<file path="src/rtl/debounce_sync.sv">
// Two-flop synchronizer plus stability counter producing a clean level q.
// Optional rise/fall pulses are compiled in when DEBOUNCE_EDGE_EN is defined.
module debounce_sync #(
    parameter int STABLE_CYCLES = 4,
    parameter int CNT_WIDTH     = 3
) (
    input  logic clk,
    input  logic reset,
    input  logic raw,
    output logic q,
    output logic rise,
    output logic fall,
    output logic busy
);

    localparam logic [CNT_WIDTH-1:0] CNT_LAST = CNT_WIDTH'(STABLE_CYCLES - 1);
    localparam logic [CNT_WIDTH-1:0] CNT_ONE  = CNT_WIDTH'(1);

    logic                 s1_reg;
    logic                 s2_reg;
    logic                 q_reg;
    logic [CNT_WIDTH-1:0] cnt_reg;
    logic                 mismatch;
    logic                 accept;

    assign mismatch = (s2_reg != q_reg);
    // cnt saturates at CNT_LAST, where the next mismatching edge accepts the level.
    assign accept   = mismatch && (cnt_reg == CNT_LAST);

    always_ff @(posedge clk) begin
        if (reset) begin
            s1_reg  <= 1'b0;
            s2_reg  <= 1'b0;
            q_reg   <= 1'b0;
            cnt_reg <= '0;
        end else begin
            s1_reg <= raw;
            s2_reg <= s1_reg;
            if (!mismatch) begin
                cnt_reg <= '0;
            end else if (accept) begin
                q_reg   <= s2_reg;
                cnt_reg <= '0;
            end else begin
                cnt_reg <= cnt_reg + CNT_ONE;
            end
        end
    end

    assign q    = q_reg;
    assign busy = (cnt_reg != '0);

`ifdef DEBOUNCE_EDGE_EN
    logic rise_reg;
    logic fall_reg;

    always_ff @(posedge clk) begin
        if (reset) begin
            rise_reg <= 1'b0;
            fall_reg <= 1'b0;
        end else begin
            rise_reg <= accept && s2_reg;
            fall_reg <= accept && !s2_reg;
        end
    end

    assign rise = rise_reg;
    assign fall = fall_reg;
`else
    assign rise = 1'b0;
    assign fall = 1'b0;
`endif

endmodule

</file>
<file path="config.mk">
export PLATFORM = sky130hd
export DESIGN_NAME = debounce_sync
export DESIGN_NICKNAME = d
export VERILOG_FILES = /design/src/rtl/debounce_sync.sv
export SDC_FILE = /design/constraint.sdc
export NUM_CORES = 1
export LEC_CHECK = 0
export ABC_CLOCK_PERIOD_IN_PS = 1000
export BUFFER_PORTS_ARGS = -buffer_cell sky130_fd_sc_hd__buf_2
export CAP_MARGIN = 20
export CORE_AREA = 2 2 39 41
export DETAILED_ROUTE_END_ITERATION = 16
export DIE_AREA = 0 0 41 43
export GPL_ROUTABILITY_DRIVEN = 0
export GPL_TIMING_DRIVEN = 0
export SYNTH_ARGS = -nofsm -noshare
export SYNTH_HDL_FRONTEND = slang
export SYNTH_SLANG_ARGS = --single-unit
</file>
<file path="constraint.sdc">
create_clock -name clk -period 1 [get_ports clk]
set_input_delay 0.2 -clock clk [delete_from_list [all_inputs] [get_ports clk]]
set_output_delay 0.2 -clock clk [all_outputs]
set_load 0.01 [all_outputs]
</file>
==> results.yml <==
floorplan:
  ios: 7
  die_width_um: 41
  fp-row-count: 14
  die_h_um: 43
  fp.coreArea_um2: 1384
  start_util: 0.1835
  dieArea_um2: 1763
min_path:
  hold_path.class: "primary input to register"
synthesis:
  ys_seq_area_frac: 0.4729
  synth_seq_cells: 6
  synth_area_um2: 254.0
  avgSynthCellArea_um2: 10.58
  synth_cell_types: 12
  synthCells: 24
  ys_warn_count: 0
global_route:
  gr-total-overflow: 0
  grt_max_degree: 7
  grt_pass1_wl_um: 545
  antenna_found_initial: 0
  grt_pass1_vias: 146
  track_usage: 0.05533
clocking:
  htreeDepth: 1
  hold_buffers: 0
  worstSkewPairLatency_ns: 0.24
  clkSinkCount: 6
  clkTransAtPathRegs_ns: 0.04
  cts_buffers: 3
  clk_path_buf_depth: 2
  clockRootBuffer: "clkbuf_4"
  cts_tree: "yes"
place:
  place_ws_ns: -0.04201
  io_buffers: 4
  post-dp-hpwl_um: 252.2
  postPlaceCellArea_um2: 312.8
finish:
  design_area_um2: 377.9
  fill_cells: 146
  finalNetCount: 42
  syn_to_final_growth_pct: 48.77
  largest_register_ffs: 3
  drive_gt1_frac: 0.6176
  diodes: 0
worst_setup_path:
  cp_max_fo: 2
  start_kind: "register"
  max_stage_delay_ns: 0.32
  arrival_ns: 0.93
  cp.required_ns: 0.80
  cp_slowest_cell: "dfxtp_2"
  path_cells: "inv_2 -> ha_2 -> nand2_1 -> buf_2"
  critical_path_class: "register to output port"
  end_kind: "output port"
drt:
  drtAntennaViolNets: 0
  wl_um: 348
  dr.pass1.iters: 1
  routed-via-count: 181
  wl_per_cell_um: 6.960
  first_iter_violations: 0
  via_per_inst: 3.620
  drc_errors: 0
outcome:
  violations: "setup timing"
  outcome: "finished with violations"
power:
  power_uw: 495.2
  p_per_area_nw_per_um2: 1311
  ir_drop_mv: 0.5886
  leakage_nw: 0.1525
sta:
  period_share: 1.126
  fin_skew_ns: 0.002476
  postLayoutSetupSlackWorst_ns: -0.1264
  fin_crit_ns: 1.126
  slew_violations: 0
  timing.fmax_mhz: 887.8
  final_hold_viol_count: 0
  setup_viol: 5
  rsz0062_at_grt: "yes"
job:
  cap_violations: 0
## per-layer routing
metal | vias up | part of all wire | track usage
met1 | 76 | 0.42 | 0.04854
met4 | 0 | 0.023 | 0.06000
li1 | 94 | - | -
met2 | 9 | 0.45 | 0.05938
met3 | 2 | 0.11 | 0.06283
met5 | - | 0 | 0
## Yosys cell counts (all sizes together)
library cell	number	area share
nor4b	1	0.059
nand2	1	0.015
ha	3	0.15
nor2b	2	0.049
buf	2	0.059
conb	1	0.015
inv	3	0.044
mux2i	1	0.039
nor2	1	0.015
dfxtp	6	0.47
nor4	2	0.049
xnor2	1	0.034
## placed cells by master (no fill, tap or decap), types with 2 or more instances in the layout
master | netlist | layout
ha_4 | 0 | 2
buf_2 | 0 | 4
dfxtp_2 | 0 | 2
conb_1 | 1 | 2
inv_2 | 0 | 2
clkbuf_4 | 0 | 3
dfxtp_1 | 6 | 4
buf_4 | 2 | 4
nor2b_1 | 2 | 2
nor4_2 | 0 | 2
## cell type report
class / instances / area [um2] / area share
Inverter: 3 / 11.26 / 0.02980
Buffer: 2 / 15.01 / 0.03974
Clock buffer: 3 / 22.52 / 0.05960
Sequential cell: 6 / 122.6 / 0.3245
Tap cell: 16 / 20.02 / 0.05298
Multi-Input combinational cell: 14 / 151.4 / 0.4007
Timing Repair Buffer: 6 / 35.03 / 0.09272
## cells by family after synthesis
group                      after synthesis  share of synthesized area
xor gates and xnor gates                 1                    0.03449
adders and majority gates                3                     0.1478
buffers and inverters                    5                     0.1034
DFF                                      6                     0.4729
muxes                                    1                    0.03941
other                                    1                    0.01476
and+or+nand+nor                          7                     0.1871
## through the flow
step | cells | setup TNS [ns] | util | hold WS [ns]
2_1_floorplan | 25 | 0 | - | 0.2716
3_3_place_gp | 45 | -0.04513 | 0.2260 | 0.4175
3_5_place_dp | 45 | -0.09682 | 0.2260 | 0.4212
4_1_cts | 50 | -0.5477 | 0.2640 | 0.1639
5_1_grt | 50 | -0.7727 | 0.2731 | 0.1780
6_report | 50 | -0.5083 | 0.2731 | 0.1732
## worst paths after layout
path         startpoint  cells past startpoint  slack [ns]    endpoint
max          cnt_reg[1]                      4       -0.13        busy
max reg2reg  cnt_reg[0]                      4       -0.10  cnt_reg[0]
min reg2reg      s1_reg                      1        0.43      s2_reg
min                 raw                      2        0.17      s1_reg
## repair_timing
item,CTS,global route
buffers inserted,2,0
setup endpoints to repair,5,5
hold endpoints to repair,0,0
gates resized for setup,6,2
pin swaps,3,1
## critical path: cells and delay by family, from the launching register on
kind	cells	cell delay [ns]
simple gates	1	0.05
flops	1	0.32
fa+ha+maj	1	0.16
buf+inv	2	0.15
## where the power goes
part	switching, mW	internal [mW]	total (mW)
Combinational	0.0153	0.0153	0.0306
Clock	0.0819	0.135	0.217
Sequential	0.00203	0.245	0.247
No activity file was read; power rests on OpenSTA's default activity.
